### src/rtl/insn_fetch.sv
`default_nettype none
// ============================================================================
// Module   : insn_fetch
// Brief    : Word-addressed instruction prefetcher. It has a small FIFO, handles
//            redirects and keeps a sticky fetch-fault flag.
// Revision : 1.0 - initial release
// ============================================================================
module insn_fetch #(
    parameter logic [31:0] RESET_PC = 32'h0,
    parameter int          DEPTH    = 2
) (
    input  logic        clk,
    input  logic        rst,
    output logic [31:0] mem_addr,
    output logic        mem_read,
    input  logic [31:0] mem_line,
    input  logic        mem_rrdy,
    input  logic        mem_exc,
    output logic [31:0] insn,
    output logic [31:0] insn_pc,
    output logic        insn_valid,
    input  logic        insn_ready,
    input  logic        redir,
    input  logic [31:0] redir_addr,
    output logic        fault,
    output logic [31:0] fault_addr
);

    localparam int c_ptr_w = (DEPTH > 1) ? $clog2(DEPTH) : 1;
    localparam int c_cnt_w = c_ptr_w + 1;
    localparam logic [c_cnt_w-1:0] c_depth = c_cnt_w'(DEPTH);

    typedef enum logic [1:0] {
        S_IDLE  = 2'd0,
        S_REQ   = 2'd1,
        S_FAULT = 2'd2
    } state_t;

    state_t               r_state;
    logic                 r_mem_read;
    logic [31:0]          r_fetch_pc;
    logic [31:0]          r_target;
    logic                 r_drop;
    logic                 r_fault;
    logic [31:0]          r_fault_addr;

    logic [31:0]          r_buf_data [DEPTH];
    logic [31:0]          r_buf_pc   [DEPTH];
    logic [c_ptr_w-1:0]   r_rd_ptr;
    logic [c_ptr_w-1:0]   r_wr_ptr;
    logic [c_cnt_w-1:0]   r_count;

    logic                 w_done;
    logic                 w_push;
    logic                 w_pop;
    logic [c_cnt_w-1:0]   w_cnt_next;
    logic                 w_space;

    // A read completes on rrdy or exc; the data is discarded when the read was redirected.
    assign w_done     = r_mem_read & (mem_rrdy | mem_exc);
    assign w_push     = w_done & ~mem_exc & ~r_drop & ~redir;
    assign w_pop      = insn_valid & insn_ready & ~redir;
    assign w_cnt_next = r_count + {{(c_cnt_w-1){1'b0}}, w_push}
                                - {{(c_cnt_w-1){1'b0}}, w_pop};
    assign w_space    = (w_cnt_next < c_depth);

    assign mem_addr   = r_fetch_pc;
    assign mem_read   = r_mem_read;
    assign fault      = r_fault;
    assign fault_addr = r_fault_addr;
    assign insn_valid = (r_count != '0);
    assign insn       = insn_valid ? r_buf_data[r_rd_ptr] : 32'h0;
    assign insn_pc    = insn_valid ? r_buf_pc[r_rd_ptr]   : 32'h0;

    always_ff @(posedge clk) begin
        if (rst) begin
            r_state      <= S_IDLE;
            r_mem_read   <= 1'b0;
            r_fetch_pc   <= RESET_PC;
            r_target     <= RESET_PC;
            r_drop       <= 1'b0;
            r_fault      <= 1'b0;
            r_fault_addr <= 32'h0;
        end else if (redir) begin
            r_fault <= 1'b0;
            // Memory cannot abort a read, so keep it open and discard it when it completes.
            if (r_state == S_REQ && !w_done) begin
                r_drop   <= 1'b1;
                r_target <= redir_addr;
            end else begin
                r_state    <= S_IDLE;
                r_mem_read <= 1'b0;
                r_drop     <= 1'b0;
                r_fetch_pc <= redir_addr;
            end
        end else begin
            case (r_state)
                S_IDLE: begin
                    if (w_space) begin
                        r_state    <= S_REQ;
                        r_mem_read <= 1'b1;
                    end
                end
                S_REQ: begin
                    if (w_done) begin
                        if (r_drop) begin
                            r_drop     <= 1'b0;
                            r_fetch_pc <= r_target;
                        end else if (mem_exc) begin
                            r_fault      <= 1'b1;
                            r_fault_addr <= r_fetch_pc;
                            r_state      <= S_FAULT;
                            r_mem_read   <= 1'b0;
                        end else begin
                            r_fetch_pc <= r_fetch_pc + 32'd1;
                            if (!w_space) begin
                                r_state    <= S_IDLE;
                                r_mem_read <= 1'b0;
                            end
                        end
                    end
                end
                S_FAULT: begin
                    r_mem_read <= 1'b0;
                end
                default: begin
                    r_state    <= S_IDLE;
                    r_mem_read <= 1'b0;
                end
            endcase
        end
    end

    always_ff @(posedge clk) begin
        if (rst || redir) begin
            r_rd_ptr <= '0;
            r_wr_ptr <= '0;
            r_count  <= '0;
        end else begin
            if (w_push) begin
                r_buf_data[r_wr_ptr] <= mem_line;
                r_buf_pc[r_wr_ptr]   <= r_fetch_pc;
                r_wr_ptr             <= r_wr_ptr + c_ptr_w'(1);
            end
            if (w_pop) begin
                r_rd_ptr <= r_rd_ptr + c_ptr_w'(1);
            end
            r_count <= w_cnt_next;
        end
    end

endmodule
`default_nettype wire

### config.mk
export PLATFORM = sky130hd
export DESIGN_NAME = insn_fetch
export DESIGN_NICKNAME = d
export VERILOG_FILES = /design/src/rtl/insn_fetch.sv
export SDC_FILE = /design/constraint.sdc
export NUM_CORES = 1
export LEC_CHECK = 0
export CAP_MARGIN = 0
export CORE_ASPECT_RATIO = 0.7
export CORE_UTILIZATION = 35
export CTS_BUF_LIST = sky130_fd_sc_hd__clkbuf_4
export DETAILED_ROUTE_END_ITERATION = 12
export PLACE_DENSITY = 0.67
export REMOVE_ABC_BUFFERS = 1
export SYNTH_ARGS = -nofsm -noshare
export SYNTH_HDL_FRONTEND = slang
export SYNTH_SLANG_ARGS = --single-unit
### constraint.sdc
create_clock -name clk -period 9.6 [get_ports clk]
set_input_delay 1.92 -clock clk [delete_from_list [all_inputs] [get_ports clk]]
set_output_delay 1.92 -clock clk [all_outputs]
set_load 0.02 [all_outputs]
== Yosys cells after proc, flatten, opt, wreduce, memory -nomap -nowiden ==
Memory sizes are Yosys's and may differ from the RTL's. A register that Yosys moved wholly into a read port is not among the register bits.
Cells that the tools add are included.

* Flip-flop bits (word level): 105
* Memory bits (writable): 128
* Word-level logic and storage cells: 87
* Memories: 2

{| class="wikitable"
|+ Memory list
! memory !! depth !! width !! rd ports !! clocked after Yosys merged registers in !! write ports !! line !! RTL
|-
| r_buf_data || 2 || 32 || 1 || 1 || 1 || 47 || <nowiki>logic [31:0] r_buf_data [DEPTH];</nowiki>
|-
| r_buf_pc || 2 || 32 || 1 || 1 || 1 || 48 || <nowiki>logic [31:0] r_buf_pc [DEPTH];</nowiki>
|}

* Add/subtract/negate cells: 5
* $lt $le $gt $ge: 1
* Equality and inequality tests: 9
* Mux-type cells: 35
* Bitwise operators: 10
* Reductions and logical operators: 15

{| class="wikitable"
|+ Operators with widths
! operator !! number
|-
| two-way mux 32 bit || 8
|-
| adder 32 x 1 -> 32 bit (second input constant) || 1
|-
| two-way mux 1 bit || 18
|-
| two-way mux 2 bit || 7
|-
| AND reduction 5 bit || 2
|-
| inequality test 3 bit (second input constant) || 3
|-
| AND reduction 4 bit || 2
|-
| AND 1 bit || 6
|-
| one-hot mux 2 bit (3 select lines) || 1
|-
| AND reduction 6 bit || 1
|-
| nonzero test 2 bit || 3
|-
| inequality test 2 bit (second input constant) || 2
|-
| inequality test 4 bit (second input constant) || 1
|-
| AND reduction 2 bit || 2
|-
| inequality test 3 x 1 -> 1 bit (second input constant) || 1
|-
| inverter 1 bit || 3
|-
| adder 1 bit (second input constant) || 2
|-
| adder 2 x 1 -> 2 bit || 1
|-
| == test 2 x 1 -> 1 bit (second input constant) || 1
|-
| == test 2 bit (second input constant) || 1
|-
| logical NOT 2 bit || 1
|-
| < comparator 2 bit (second input constant) || 1
|-
| one-hot mux 1 bit (2 select lines) || 1
|-
| OR reduction 2 bit || 1
|-
| 5 further kinds || 5
|}

== Longest topological paths before layout ==
Gate-level depths: netlist of the first run.

* Depth after elaboration: 14
* Depth in mapped cells: 12
* Depth with buffers taken out: 12

== Worst setup path after synthesis of the first run ==
Ideal clock, no wire load.

* Kind: input -> register
* From: input port redir
* To: memory r_buf_data[0][0], enable pin
* Arrival: 7.035 ns
* Data required time: 9.035 ns
* Slack: 2.000 ns
* Stages: 4
* Path buffers: 1
* Cell sequence: clkbuf_1 nor2_1 nand4_1 nor3_1

* Longest elaborated chain between the ends: 5

{| class="wikitable"
|+ RTL lines
! what !! line !! RTL
|-
| from (decl) || 23 || <nowiki>input logic redir,</nowiki>
|-
| inverter 1 bit (no line) || - ||
|-
| AND 1 bit || 61 || <nowiki>assign w_push = w_done & ~mem_exc & ~r_drop & ~redir;</nowiki>
|-
| two-way mux 1 bit || 140 || <nowiki>if (w_push) begin</nowiki>
|-
| two-way mux 1 bit (*) || 135 || <nowiki>if (rst || redir) begin</nowiki>
|-
| two-way mux 1 bit (implied by the code) (*) || 141 || <nowiki>r_buf_data[r_wr_ptr] <= mem_line;</nowiki>
|-
| to (decl) || 47 ||
|}

Mark *: on every way between the ends. The rest lies on a longest branch, timed or not.

==> run_results.csv, run 1 <==
group,metric,value,unit
detailed_routing,dr_total_vias,8127,
cells_and_area,regArea,5969,sq um
global_routing,grt_pass1_wl,43550,microns
logic_synthesis,ys_types,53,
worst_setup_path,reg2reg_depth,12,
floorplanning,num_io_pins,201,
worst_setup_path,critPathRequiredTime,7.68,ns
sta,tightest_slew,1.145,ns
run,maxCapViolCount,0,
clocking,cts.repair.resized,0,
floorplanning,fp.dieArea,29060,sq um
global_routing,grt_usage,0.1947,
logic_synthesis,yosysTopAreaCell,"edfxtp_1",
detailed_routing,route.detailed.drc,0,
detailed_routing,wl_per_cell,17.96,microns
floorplanning,num_rows,51,
floorplanning,die_x,203.3,microns
detailed_routing,drt-initial-drc-count,575,
clocking,cts_made_buffers,59,
cells_and_area,multiInputGateArea,3690,sq um
hold_path,holdCritPathClass,"reg2reg",
hold_path,hold_depth,2,
power_and_ir_drop,p_leak,4.301,nW
placement,gp_congestion,0.8555,
floorplanning,initial_core_util,0.3569,
power_and_ir_drop,ir_worst_vdd,0.06838,mV
logic_synthesis,seq_area_frac_synth,0.6007,
logic_synthesis,ys_warn_count,0,
worst_setup_path,reg2reg_to,"r_state[1]",
worst_setup_path,cp.arrival,3.08,ns
clocking,clock_path_buffers,3,
clocking,cts-hold-fix-buffers,0,
logic_synthesis,synthMostInstantiatedCell,"nand2_1",
logic_synthesis,yosysTopAreaCellShare,0.3870,
floorplanning,core_area,27820,sq um
run_status,status,"finished, final reports clean",
clocking,post-cts-setup-buffer-count,0,
placement,portBuffers,200,
cells_and_area,nNetsFinal,1252,
cells_and_area,layout-drive-gt1-share,0.1042,
logic_synthesis,synth_area_leaders,"edfxtp_1 (39%), dfxtp_1 (21%), mux2i_1 (7.5%)",
detailed_routing,routed_wl,28720,microns
logic_synthesis,ys.flop_type,"edfxtp_1",
hold_path,holdCritStartpoint,"r_target[25]",
worst_setup_path,path_max_fanout,47,
sta,slew_viol_final,0,
sta,hold_viol_final,0,
detailed_routing,ant_nets,0,
cells_and_area,diodes,0,
global_routing,grt_max_degree,96,
cells_and_area,area_delta_synth_final,31.51,%
floorplanning,chipHeight,142.9,microns
placement,dp_hpwl,18110,microns
clocking,clk_pin_slew,0.07,ns
global_routing,overflow,0,
sta,rsz0062_at_grt,"no",
sta,period_share,0.5209,
clocking,cts_tree,"built",
clocking,htree_levels,2,
detailed_routing,dr.pass1.iters,5,
detailed_routing,vias_per_cell,5.083,
global_routing,grt_pass1_vias,7522,
logic_synthesis,synth_area,9931,sq um
sta,setup_viol,0,
sta,setup_tns,0,ns
worst_setup_path,startpoint_type,"flip-flop",
logic_synthesis,async_reset_ff_frac,0,
logic_synthesis,synth_cells,971,
clocking,clkSinkCount,234,
sta,fmax,200.0,MHz
logic_synthesis,ys_ff_latch,234,
power_and_ir_drop,powerDensity,167.4,nW/um^2
worst_setup_path,r2r_start,"r_count[1]",
worst_setup_path,worstSetupPathType,"reg2out",
logic_synthesis,avgSynthCellArea,10.23,sq um
cells_and_area,final_core_util,0.4694,
clocking,clk_latency,0.70,ns
clocking,root_buffer,"clkbuf_4",
worst_setup_path,rrSetupSlack,6.34,ns
cells_and_area,fill_cells,2640,
sta,timing.slew.headroom,0.2363,
sta,skew,0.03107,ns
hold_path,holdPathEnd,"r_target[25]",
logic_synthesis,synthTopCellsByCount,"nand2_1 (179), edfxtp_1 (128), dfxtp_1 (106), nor2_1 (105), a21oi_1 (102)",
logic_synthesis,synth-edff-count,128,
global_routing,antenna_found_initial,0,
worst_setup_path,critPathCaptureType,"primary output",
sta,fin_crit,5.000,ns
==> layer usage <==
metal	vias up	global-route usage	part of all wire
met2	346	0.2743	0.41
met3	38	0.04792	0.078
met4	0	0.05461	0.014
li1	3914	-	-
met5	-	0	0
met1	3829	0.2914	0.50
==> layout by cell type (no fill, tap or decap), types with 15 or more instances in the layout <==
| master | count |
|---|---|
| a21oi_1 | 102 |
| inv_1 | 15 |
| mux2i_1 | 74 |
| o21ai_0 | 30 |
| edfxtp_1 | 128 |
| dfxtp_1 | 105 |
| nor2_1 | 101 |
| clkdlybuf4s50_1 | 198 |
| clkbuf_4 | 96 |
| nand3_1 | 19 |
| buf_4 | 16 |
| nand2_1 | 179 |
==> stage by stage <==
step	power [mW]	std cells	instance area, sq um	setup WS, ns	hold WS, ns
floorplan	1.232	903	9671	2.189	0.4258
global placement	1.353	1489	12290	5.109	0.4384
detailed placement	1.358	1489	12290	5.007	0.4458
CTS	2.220	1599	13060	4.522	0.4550
global route	2.291	1599	13060	4.429	0.4685
finish	2.187	1599	13060	4.600	0.4527
==> area by class of cell <==
type | count | area share
tap | 371 | 0.03554
clock buffer | 96 | 0.05518
multi-input combinational | 654 | 0.2825
inverter | 15 | 0.004311
timing repair buffer | 215 | 0.1613
clock inverter | 14 | 0.004024
sequential | 234 | 0.4571
==> report_power, final <==
part / total, mW / switching [mW] / leakage, nW / internal [mW]
Clock: 0.850 / 0.400 / 0.466 / 0.450
Sequential: 1.12 / 0.0429 / 2.03 / 1.08
Combinational: 0.213 / 0.122 / 1.80 / 0.0912
Total: 2.19 / 0.565 / 4.30 / 1.62
==> cells by family (layout without fill, tap and decap cells) <==
group / after synthesis / in the layout / share of synthesized area
muxes: 74 / 74 / 0.07459
DFF: 234 / 234 / 0.6007
xor gates and xnor gates: 7 / 7 / 0.007559
and+or+nand+nor: 372 / 372 / 0.1624
adders and majority gates: 3 / 3 / 0.003780
AOI/OAI and AO/OA: 198 / 198 / 0.1191
buffers and inverters: 83 / 340 / 0.03188
==> worst max-delay path, stage by stage, from the launching register on <==
cell	delay [ns]
dfxtp_4	0.57
buf_4	0.73
mux2i_1	0.16
nor2_1	0.20
clkdlybuf4s50_1	0.64
==> state kept, by name, indices dropped and copies added (netlist names), named ones only <==
register and flops:
r_state 2, r_rd_ptr 1, fault 1, fault_addr 32
mem_addr 32, r_target 32, r_drop 1, r_wr_ptr 1
r_buf_pc 64, r_buf_data 64, mem_read 1, r_count 2
==> worst max-delay path by stage <==
stage	to	depth (start not counted)	slack (ns)	start
3_5_place_dp	r_state[1]	11	5.01	redir
5_1_grt	insn_pc[12]	4	4.43	flip-flop
6_report	insn_pc[1]	4	4.60	flip-flop
3_3_place_gp	r_state[0]	12	5.11	redir
2_1_floorplan	r_buf_data[0][0]	3	2.19	redir
4_1_cts	insn_pc[1]	4	4.52	flip-flop
(Power assumes the default switching activity.)
==> run 2, diff against run 1 <==
PLACE_DENSITY = 0.69   (was 0.67)
clock period = 4.5 ns   (was 9.6 ns; I/O delays follow)
==> run 2 against run 1 <==
Setup slack got worse by 3.7 ns. Via count rose by 1.5%. Combinational power increased by 120%. Global-route usage up 0.38 points. Critical path depth unchanged. Design area up 0.84%. Critical endpoint is now insn_pc[12]. Highest routed layer unchanged.
==> run_results.csv, run 2 (synthesized netlist as in run 1, its figures left out) <==
group,metric,value,unit
detailed_routing,routed_wl,29280,microns
cells_and_area,stdcell_count,1605,
worst_setup_path,startpoint_type,"flip-flop",
detailed_routing,dr.pass1.iters,4,
global_routing,grt_max_degree,63,
clocking,cts-hold-fix-buffers,0,
clocking,clk_pin_slew,0.07,ns
clocking,htree_levels,2,
cells_and_area,final_core_util,0.4734,
worst_setup_path,critPathCaptureType,"primary output",
floorplanning,num_io_pins,201,
worst_setup_path,path_max_fanout,42,
run,maxCapViolCount,0,
sta,hold_slack,0.4514,ns
worst_setup_path,critPathRequiredTime,3.60,ns
cells_and_area,nNetsFinal,1258,
sta,period_share,0.7899,
worst_setup_path,rrSetupSlack,1.69,ns
global_routing,overflow,0,
floorplanning,fp.dieArea,29060,sq um
global_routing,grt_pass1_wl,44370,microns
detailed_routing,dr_total_vias,8252,
placement,gp_congestion,0.8617,
floorplanning,core_area,27820,sq um
sta,tightest_slew,1.114,ns
floorplanning,initial_core_util,0.3569,
worst_setup_path,cp.arrival,2.65,ns
floorplanning,chipHeight,142.9,microns
floorplanning,die_x,203.3,microns
worst_setup_path,reg2reg_depth,5,
placement,dp_slack,1.145,ns
cells_and_area,diodes,0,
clocking,root_buffer,"clkbuf_4",
sta,slew_viol_final,0,
detailed_routing,ant_nets,0,
placement,dp_hpwl,18470,microns
detailed_routing,vias_per_cell,5.141,
sta,worst_slack,0.9455,ns
cells_and_area,layout_common_cells,"clkdlybuf4s50_1 (198), nand2_1 (179), edfxtp_1 (128), dfxtp_1 (105), clkbuf_4 (104)",
cells_and_area,layout-drive-gt1-share,0.1151,
sta,rsz0062_at_grt,"no",
sta,timing.slew.headroom,0.2555,
placement,dp_cells,1494,
detailed_routing,wl_per_cell,18.24,microns
sta,fin_crit,3.555,ns
clocking,clkSinkCount,234,
detailed_routing,route.detailed.drc,0,
power_and_ir_drop,powerDensity,365.8,nW/um^2
placement,portBuffers,200,
global_routing,grt_pass1_vias,7726,
power_and_ir_drop,ir_worst_vdd,0.1730,mV
worst_setup_path,r2r_start,"mem_addr[7]",
worst_setup_path,worstSetupPathType,"reg2out",
run_status,status,"finished, final reports clean",
sta,skew,0.02124,ns
cells_and_area,layout_commonest_cell,"clkdlybuf4s50_1",
worst_setup_path,reg2reg_to,"mem_addr[31]",
hold_path,holdCritPathClass,"reg2reg",
sta,setup_viol,0,
cells_and_area,area_delta_synth_final,32.62,%
floorplanning,num_rows,51,
global_routing,grt_usage,0.1984,
power_and_ir_drop,p_leak,4.366,nW
worst_setup_path,crit_end,"insn_pc[12]",
clocking,post-cts-setup-buffer-count,0,
sta,fmax,281.3,MHz
clocking,cts.repair.resized,0,
sta,hold_viol_final,0,
global_routing,antenna_found_initial,0,
clocking,cts_made_buffers,60,
clocking,clock_path_buffers,3,
detailed_routing,drt-initial-drc-count,627,
clocking,cts_tree,"built",
clocking,clk_latency,0.71,ns
cells_and_area,reg.largest.list,"r_buf_data (64), r_buf_pc (64)",
[run 2: per-layer routing]
layer | routed length, microns | up-vias | GRT usage
met1 | 14070 | 3955 | 0.2900
met5 | 0 | - | 0
met2 | 12490 | 316 | 0.2856
met4 | 552 | 0 | 0.06688
li1 | - | 3928 | -
met3 | 2173 | 53 | 0.04610
[run 2: worst min-delay path by stage]
stage | startpoint | end | cells past startpoint
2_1_floorplan | r_target[25] | r_target[25] | 2
3_3_place_gp | r_target[25] | r_target[25] | 2
3_5_place_dp | fault | fault | 2
4_1_cts | fault_addr[1] | fault_addr[1] | 2
5_1_grt | fault_addr[19] | fault_addr[19] | 2
6_report | fault_addr[29] | fault_addr[29] | 2
[run 2: area by class of cell]
cell class,instances,area (sq um)
Clock inverter,7,57.56
Clock buffer,104,780.7
Fill cell,2664,14650
Inverter,15,56.30
Multi-Input combinational cell,654,3685
Sequential cell,234,5969
Tap cell,371,464.2
Timing Repair Buffer,220,2157
[run 2: through the flow]
stage	power (mW)	cell area, sq um	setup TNS [ns]
after floorplan	2.629	9671	-242.08
after global placement	2.888	12330	0
after detailed placement	2.899	12330	0
after CTS	4.879	13170	0
after global routing	5.028	13170	0
final	4.817	13170	0
[run 2: worst max-delay path, cell delays in order (launching register included)]
cell and delay (ns):
dfxtp_4 0.64, buf_12 0.34, mux2i_1 0.25, nor2_1 0.05, clkdlybuf4s50_1 0.58
[run 2: report_power, final]
group | internal, mW | total, mW | switching [mW]
combinational | 0.197 | 0.462 | 0.266
sequential | 2.31 | 2.40 | 0.0890
clock | 1.09 | 1.96 | 0.874
